### config.mk
export PLATFORM = sky130hd
export DESIGN_NAME = mem_access_ctrl_flat
export DESIGN_NICKNAME = d
export VERILOG_FILES = /design/src/rtl/mem_access_ctrl_if.sv /design/src/rtl/mem_access_ctrl.sv /design/src/flat_wrapper.sv
export SDC_FILE = /design/constraint.sdc
export NUM_CORES = 1
export LEC_CHECK = 0
export ABC_AREA = 1
export CORE_AREA = 2 2 187 189
export CTS_BUF_LIST = sky130_fd_sc_hd__clkbuf_8 sky130_fd_sc_hd__clkbuf_16
export CTS_CLUSTER_SIZE = 28
export DETAILED_ROUTE_END_ITERATION = 7
export DIE_AREA = 0 0 189 191
export GPL_ROUTABILITY_DRIVEN = 0
export PLACE_DENSITY = 0.66
export SLEW_MARGIN = 40
export SYNTH_ARGS = -nofsm -noshare
export SYNTH_HDL_FRONTEND = slang
export SYNTH_SLANG_ARGS = --single-unit
### constraint.sdc
create_clock -name clk -period 8.9 [get_ports clk]
set_clock_uncertainty 0.15 [all_clocks]
set_input_delay 2.67 -clock clk [delete_from_list [all_inputs] [get_ports clk]]
set_output_delay 2.67 -clock clk [all_outputs]
set_load 0.02 [all_outputs]
### src/rtl/mem_access_ctrl_if.sv
// Signal bundle between execute, the memory-stage sequencer, the data bus and writeback.
// The master modport is the sequencer's view; slave is the surrounding pipeline/bus.
interface mem_access_ctrl_if;
    logic        ex_valid;
    logic        ex_ready;
    logic        ex_is_load;
    logic        ex_is_store;
    logic [63:0] ex_addr;
    logic [63:0] ex_wdata;
    logic [63:0] ex_result;
    logic [4:0]  ex_rd;
    logic        flush;

    logic        dreq_valid;
    logic        dreq_ready;
    logic        dreq_write;
    logic [63:0] dreq_addr;
    logic [63:0] dreq_data;
    logic [7:0]  dreq_strobe;
    logic        dresp_valid;
    logic [63:0] dresp_data;

    logic        wb_valid;
    logic        wb_we;
    logic [4:0]  wb_rd;
    logic [63:0] wb_data;
    logic [1:0]  wb_err;

    modport master (
        input  ex_valid, ex_is_load, ex_is_store, ex_addr, ex_wdata, ex_result, ex_rd, flush,
        input  dreq_ready, dresp_valid, dresp_data,
        output ex_ready,
        output dreq_valid, dreq_write, dreq_addr, dreq_data, dreq_strobe,
        output wb_valid, wb_we, wb_rd, wb_data, wb_err
    );

    modport slave (
        output ex_valid, ex_is_load, ex_is_store, ex_addr, ex_wdata, ex_result, ex_rd, flush,
        output dreq_ready, dresp_valid, dresp_data,
        input  ex_ready,
        input  dreq_valid, dreq_write, dreq_addr, dreq_data, dreq_strobe,
        input  wb_valid, wb_we, wb_rd, wb_data, wb_err
    );
endinterface

### src/rtl/mem_access_ctrl.sv
// RV64 memory-stage sequencer: one instruction at a time, LD/SD over a req/resp bus
// with misalignment and response-timeout detection, single-cycle writeback pulse.
module mem_access_ctrl #(
    parameter int unsigned TIMEOUT = 255
) (
    input logic               clk,
    input logic               reset,
    mem_access_ctrl_if.master bus
);
    typedef enum logic [1:0] {IDLE, REQ, WAIT, DONE} state_t;

    localparam logic [15:0] TIMEOUT_CNT = 16'(TIMEOUT);

    state_t      state, state_nxt;
    logic [63:0] addr_q, wdata_q, wb_data_q;
    logic [4:0]  rd_q;
    logic        is_store_q, kill_q, kill_nxt, wb_we_q;
    logic [1:0]  wb_err_q;
    logic [15:0] cnt_q;
    logic        accept, is_mem, misaligned, timed_out;

    assign bus.ex_ready = (state == IDLE);
    assign accept       = bus.ex_valid && bus.ex_ready;
    assign is_mem       = bus.ex_is_load || bus.ex_is_store;
    assign misaligned   = (bus.ex_addr[2:0] != 3'd0);
    assign timed_out    = (cnt_q == TIMEOUT_CNT);

    always_comb begin
        // NOTE: every combinational output gets a default first so no path leaves it unassigned (no latch).
        state_nxt = state;
        case (state)
            IDLE: if (accept) state_nxt = (is_mem && !misaligned) ? REQ : DONE;
            // Once the bus has taken the request the handshake must finish; before that a kill abandons it.
            REQ:  if (bus.dreq_ready) state_nxt = WAIT;
                  else if (bus.flush || kill_q) state_nxt = IDLE;
            WAIT: if (bus.dresp_valid || timed_out) state_nxt = DONE;
            DONE: state_nxt = IDLE;
            default: state_nxt = IDLE;
        endcase

        kill_nxt = kill_q;
        if (state_nxt == IDLE)  kill_nxt = 1'b0;
        else if (state == IDLE) kill_nxt = accept && bus.flush;
        else                    kill_nxt = kill_q || bus.flush;
    end

    always_ff @(posedge clk or posedge reset) begin
        // NOTE: sequential state uses non-blocking assignments so every register samples pre-edge values.
        if (reset) begin
            state  <= IDLE;
            kill_q <= 1'b0;
        end else begin
            state  <= state_nxt;
            kill_q <= kill_nxt;
        end
    end

    always_ff @(posedge clk or posedge reset) begin
        if (reset) begin
            addr_q     <= '0;
            wdata_q    <= '0;
            rd_q       <= '0;
            is_store_q <= 1'b0;
            cnt_q      <= '0;
            wb_we_q    <= 1'b0;
            wb_data_q  <= '0;
            wb_err_q   <= 2'd0;
        end else begin
            case (state)
                IDLE: if (accept) begin
                    addr_q     <= bus.ex_addr;
                    wdata_q    <= bus.ex_wdata;
                    rd_q       <= bus.ex_rd;
                    is_store_q <= bus.ex_is_store;
                    if (!is_mem) begin
                        wb_we_q   <= (bus.ex_rd != 5'd0);
                        wb_data_q <= bus.ex_result;
                        wb_err_q  <= 2'd0;
                    end else if (misaligned) begin
                        wb_we_q   <= 1'b0;
                        wb_data_q <= '0;
                        wb_err_q  <= 2'd1;
                    end
                end
                REQ: if (bus.dreq_ready) cnt_q <= '0;
                WAIT: begin
                    if (bus.dresp_valid) begin
                        wb_we_q   <= !is_store_q && (rd_q != 5'd0);
                        wb_data_q <= is_store_q ? 64'd0 : bus.dresp_data;
                        wb_err_q  <= 2'd0;
                    end else if (timed_out) begin
                        wb_we_q   <= 1'b0;
                        wb_data_q <= '0;
                        wb_err_q  <= 2'd2;
                    end else begin
                        cnt_q <= cnt_q + 16'd1;
                    end
                end
                default: ;
            endcase
        end
    end

    assign bus.dreq_valid  = (state == REQ);
    assign bus.dreq_write  = bus.dreq_valid && is_store_q;
    assign bus.dreq_addr   = bus.dreq_valid ? addr_q : 64'd0;
    assign bus.dreq_data   = bus.dreq_write ? wdata_q : 64'd0;
    assign bus.dreq_strobe = bus.dreq_write ? 8'hFF : 8'h00;

    // A flush arriving during DONE itself still suppresses the pulse.
    assign bus.wb_valid = (state == DONE) && !kill_q && !bus.flush;
    assign bus.wb_we    = bus.wb_valid && wb_we_q;
    assign bus.wb_rd    = bus.wb_valid ? rd_q : 5'd0;
    assign bus.wb_data  = bus.wb_valid ? wb_data_q : 64'd0;
    assign bus.wb_err   = bus.wb_valid ? wb_err_q : 2'd0;
endmodule
### src/flat_wrapper.sv
// flat-port wrapper written by rule: the top's interface ports become plain ports
module mem_access_ctrl_flat 
#(
    parameter int unsigned TIMEOUT = 255
)
  (clk, reset, bus_ex_valid, bus_ex_is_load, bus_ex_is_store, bus_ex_addr, bus_ex_wdata, bus_ex_result, bus_ex_rd, bus_flush, bus_dreq_ready, bus_dresp_valid, bus_dresp_data, bus_ex_ready, bus_dreq_valid, bus_dreq_write, bus_dreq_addr, bus_dreq_data, bus_dreq_strobe, bus_wb_valid, bus_wb_we, bus_wb_rd, bus_wb_data, bus_wb_err);
  mem_access_ctrl_if bus_i ();
  input logic clk;
  input logic reset;
  input wire logic [$bits(bus_i.ex_valid)-1:0] bus_ex_valid;
  input wire logic [$bits(bus_i.ex_is_load)-1:0] bus_ex_is_load;
  input wire logic [$bits(bus_i.ex_is_store)-1:0] bus_ex_is_store;
  input wire logic [$bits(bus_i.ex_addr)-1:0] bus_ex_addr;
  input wire logic [$bits(bus_i.ex_wdata)-1:0] bus_ex_wdata;
  input wire logic [$bits(bus_i.ex_result)-1:0] bus_ex_result;
  input wire logic [$bits(bus_i.ex_rd)-1:0] bus_ex_rd;
  input wire logic [$bits(bus_i.flush)-1:0] bus_flush;
  input wire logic [$bits(bus_i.dreq_ready)-1:0] bus_dreq_ready;
  input wire logic [$bits(bus_i.dresp_valid)-1:0] bus_dresp_valid;
  input wire logic [$bits(bus_i.dresp_data)-1:0] bus_dresp_data;
  output wire logic [$bits(bus_i.ex_ready)-1:0] bus_ex_ready;
  output wire logic [$bits(bus_i.dreq_valid)-1:0] bus_dreq_valid;
  output wire logic [$bits(bus_i.dreq_write)-1:0] bus_dreq_write;
  output wire logic [$bits(bus_i.dreq_addr)-1:0] bus_dreq_addr;
  output wire logic [$bits(bus_i.dreq_data)-1:0] bus_dreq_data;
  output wire logic [$bits(bus_i.dreq_strobe)-1:0] bus_dreq_strobe;
  output wire logic [$bits(bus_i.wb_valid)-1:0] bus_wb_valid;
  output wire logic [$bits(bus_i.wb_we)-1:0] bus_wb_we;
  output wire logic [$bits(bus_i.wb_rd)-1:0] bus_wb_rd;
  output wire logic [$bits(bus_i.wb_data)-1:0] bus_wb_data;
  output wire logic [$bits(bus_i.wb_err)-1:0] bus_wb_err;
  assign bus_i.ex_valid = bus_ex_valid;
  assign bus_i.ex_is_load = bus_ex_is_load;
  assign bus_i.ex_is_store = bus_ex_is_store;
  assign bus_i.ex_addr = bus_ex_addr;
  assign bus_i.ex_wdata = bus_ex_wdata;
  assign bus_i.ex_result = bus_ex_result;
  assign bus_i.ex_rd = bus_ex_rd;
  assign bus_i.flush = bus_flush;
  assign bus_i.dreq_ready = bus_dreq_ready;
  assign bus_i.dresp_valid = bus_dresp_valid;
  assign bus_i.dresp_data = bus_dresp_data;
  assign bus_ex_ready = bus_i.ex_ready;
  assign bus_dreq_valid = bus_i.dreq_valid;
  assign bus_dreq_write = bus_i.dreq_write;
  assign bus_dreq_addr = bus_i.dreq_addr;
  assign bus_dreq_data = bus_i.dreq_data;
  assign bus_dreq_strobe = bus_i.dreq_strobe;
  assign bus_wb_valid = bus_i.wb_valid;
  assign bus_wb_we = bus_i.wb_we;
  assign bus_wb_rd = bus_i.wb_rd;
  assign bus_wb_data = bus_i.wb_data;
  assign bus_wb_err = bus_i.wb_err;
  mem_access_ctrl #(.TIMEOUT(TIMEOUT)) u_core (.clk(clk), .reset(reset), .bus(bus_i));
endmodule
Word-level counts from Yosys, hierarchy flattened
Cells that the tools add are included.

word-level totals
  flip-flop bits (word level) = 220
  input bits = 269
  output and inout port bits = 212
  logic and storage cells = 83

operators by class
  $add $sub $neg = 1
  equal/unequal tests = 10
  multiplexer cells = 37
  reductions and logical operators = 25

operator list
  kind                   number
  $mux 64                9
  $pmux 64 s2            1
  $mux 16                3
  $pmux 16 s2            1
  $mux 2                 11
  $add 16x1->16 const B  1
  $eq 16x8->1 const B    1
  $reduce_bool 5->1      2
  $logic_and 1x1->1      8
  $mux 8                 1
  $ne 2x2->1 const B     4
  $pmux 2 s4             1
  $reduce_and 4->1       2
  $mux 1                 7
  $mux 5                 1
  $eq 2x2->1 const B     2
  $logic_not 1->1        4
  $logic_not 2->1        2
  $pmux 2 s2             1
  $reduce_bool 2->1      2
  $logic_or 1x1->1       3
  $ne 3x2->1 const B     1
  $ne 3x3->1 const B     1
  $reduce_bool 3->1      1
  3 further kinds        3

Logic depth before layout (Yosys ltp)
  word-level depth = 8
  gate-level depth with buffers = 11
  mapped depth without buffers = 10

Worst setup path after synthesis
No wires, ideal clock.

  kind = input to output
  start = input port bus_flush
  end = output port bus_wb_data[58]
  arrival = 3.577 ns
  required time = 6.080 ns
  slack = 2.503 ns
  stages = 4
  path buffers = 1
  path through = nor2_1 -> nand3_1 -> clkbuf_1 -> nor2_1

on the way
  cells in the longest elaborated chain, start to end = 3

RTL lines
  element            RTL line                text
  start, declared    flat_wrapper.sv:17      input wire logic [$bits(bus_i.flush)-1:0] bus_flush;
  $logic_not 1->1    mem_access_ctrl.sv:111  assign bus.wb_valid = (state == DONE) && !kill_q && !bus.flush;
  $logic_and 1x1->1  mem_access_ctrl.sv:111
  $mux 64            mem_access_ctrl.sv:114  assign bus.wb_data = bus.wb_valid ? wb_data_q : 64'd0;
  end, declared      flat_wrapper.sv:30      output wire logic [$bits(bus_i.wb_data)-1:0] bus_wb_data;

No other way between the ends.

Worst setup path in the final report
  start = input port bus_flush
  end = output port bus_wb_data[22]

The elaborated chain is that of the path after synthesis.

==> metrics <==
outcome complete, no violations; Fmax 136 MHz; top-count cell post-synth nand2_1; combinational power share 39.8%; antenna-violating nets left 0; Seq pwr share 36.5%; nets 2066; min-delay worst type reg -> reg; Post-CTS Hold Buffers 0; Cell Area, Synth 10700 µm²; Max IR drop VDD 0.000143 V; H-tree depth 1; Remaining DRCs 0; initial antenna violation count 0; R2R Path Start u_core.cnt_q[0]; CP Buf/Inv Count 3; Relative slew margins 47.9%; Initial Util 31.3%; Clock Pin Slew Worst Setup and Hold Paths 0.06 ns; synthesized area per cell 7.82 µm²; Die Y 191 µm; Max stage delay on crit path 0.62 ns; cell with the largest stage delay on the worst path clkdlybuf4s50_1; die width 189 µm; hold_sp u_core.wb_we_q; top cells by count, synth nand2_1 (272), nor2_1 (232), inv_1 (228), dfrtp_1 (220), o21ai_0 (146); Final Max Slew Viols 0; Yosys reg bits 220; Num CTS Buffers 27; Mapped Cells 1367; register area share after synthesis 51.5%; drt total wl 34.9 mm; die area 36100 µm²; Setup violations, final 0; GRT Overall Usage 18.5%; Max Cap Viol 0; final hold vios 0; CP max FO 73; Worst Path Required 6.08 ns; worst setup path start bus_flush; DR pass1 iterations 6; Filler Cell Count 3238; postcts setup bufs 0; largest delay contributor family on the critical path buffers and inverters; Post-synth EDFFs 0; TNS Setup 0 ns; ANT cells 0; P_int 2760 µW; Placed Instances 2222; DP Wirelength 25.5 mm; Synth area leaders dfrtp_1 (52%), nand2_1 (9.6%), nor2_1 (8.1%); CTS tree built; endpoint class of the critical path output port; syn nets 1637; Yosys top cell by area dfrtp_1; Final period util 82.8%; fin crit period 7.37 ns; critical path class in -> out; pwr dens 269 nW/µm²; Core Box Area 34100 µm²; startpoint types primary input; non-filler instance count after layout 2270; clock network fraction of total power 23.7%; Bufs on Longest Clock Path 3; Area Overhead vs Synth 55.1%; wire length per cell 15.4 µm; unrepaired setup endpoints after global routing false; Arrival @ worst endpoint 4.55 ns; row cnt 68; Post-CTS Resized 0; yosys warns 0; CTS sink count 220; layout cell share with drive strength beyond 1 4.68%; via count 10090; crit path cell chain clkdlybuf4s50_1 -> nor2_1 -> nand3_2 -> buf_4 -> nor2_1 -> clkdlybuf4s50_1; Detailed Route Iter0 Violations 460; Switching Power 1700 µW; main flop type after synthesis dfrtp_1; PortBufs 480; Worst-Skew Late Latency 0.53 ns; gr ovfl total 0; Slew @ Worst Pin 0.782 ns; IO Count 481; post-synth top area share 51.5%; total power 4450 µW; synth unique cells 27; CTS Root Cell clkbuf_16; Leak 0.00711 µW; first-pass GRT wire length 53.4 mm; vias in the first global route 9838; via/cell ratio 4.44; Async SR Flop Fraction 100%; largest net degree at the start of global routing 130; Sw Share 38.1%
==> cell type report <==
class | count | area, µm² | share of cell area [%]
clock buffers | 35 | 786 | 4.74
clock inverters | 13 | 82.6 | 0.498
inverters | 230 | 878 | 5.30
well taps | 455 | 569 | 3.44
multi-input cells | 830 | 3880 | 23.4
flip-flops and latches | 220 | 5510 | 33.2
repair buffers | 487 | 4870 | 29.4
==> routing by layer <==
metal | share of wire [%] | track usage (%) | up-vias
li1 | - | - | 5064
met2 | 47 | 31.2 | 367
met1 | 42 | 23.0 | 4608
met4 | 2.6 | 5.38 | 0
met5 | 0 | 0 | -
met3 | 8.7 | 5.12 | 51
==> power groups by stage <==
stage          combinational [µW]  sequential (µW)  clock (µW)
6_report                     1770             1630        1060
5_1_grt                      2000             1670        1140
4_1_cts                      1800             1630        1090
3_5_place_dp                 1790             1640           0
3_3_place_gp                 1780             1630           0
2_1_floorplan                1200             1590           0
==> tightest hold or removal path: cells and delay by family (launching register included) <==
kind | cells | cell delay (ns)
flops | 1 | 0.34
simple gates | 2 | 0.10
==> stage by stage <==
stage | cell area [µm²] | hold WS, ns | setup WS [ns] | utilization (%)
5_1_grt | 16600 | 0.357 | 1.41 | 48.6
6_report | 16600 | 0.331 | 1.53 | 48.6
4_1_cts | 16600 | 0.335 | 1.54 | 48.5
3_5_place_dp | 15700 | 0.320 | 1.55 | 46.0
3_3_place_gp | 15700 | 0.316 | 1.60 | 45.9
2_1_floorplan | 10700 | 0.299 | 0.0589 | -
==> registers in the layout, summed over array words and instances, names as in the netlist <==
signal	count
u_core.wb_err_q	2
u_core.cnt_q	16
u_core.wb_data_q	64
u_core.wb_we_q	1
u_core.wdata_q	64
u_core.kill_q	1
u_core.rd_q	5
u_core.addr_q	64
u_core.state	2
u_core.is_store_q	1
==> cells by family (layout without fill, tap and decap cells) <==
logic type,after synthesis,in the layout,synth area share [%]
fa+ha+maj,1,1,0.117
xor+xnor,7,7,0.574
buf+inv,317,765,12.4
flops,220,220,51.5
simple gates,541,541,19.9
compound gates,281,281,15.5
==> final timing paths <==
path | cells past startpoint | slack (ns) | to
worst max register to register | 9 | 6.03 | u_core.wb_data_q[19]
worst min-delay path | 2 | 0.33 | u_core.wb_we_q
worst max-delay path | 6 | 1.53 | bus_wb_data[22]
max in group asynchronous | 3 | 5.02 | u_core.wdata_q[45]
worst min register to register | 2 | 0.33 | u_core.wb_we_q
min in group asynchronous | 2 | 2.50 | u_core.wdata_q[8]
==> placed cells by master (no fill, tap or decap), types with 4 or more instances in the layout <==
cell / n
o21ai_1: 42
dfrtp_1: 220
a21oi_1: 6
nand4_1: 5
xor2_1: 4
clkinv_2: 6
nand3_1: 22
buf_6: 4
inv_1: 231
o21ai_2: 20
o21ai_0: 146
clkbuf_16: 27
nor2_1: 231
clkdlybuf4s50_1: 480
a22oi_1: 64
clkbuf_8: 8
nand2_1: 272
(Power assumes the default switching activity.)
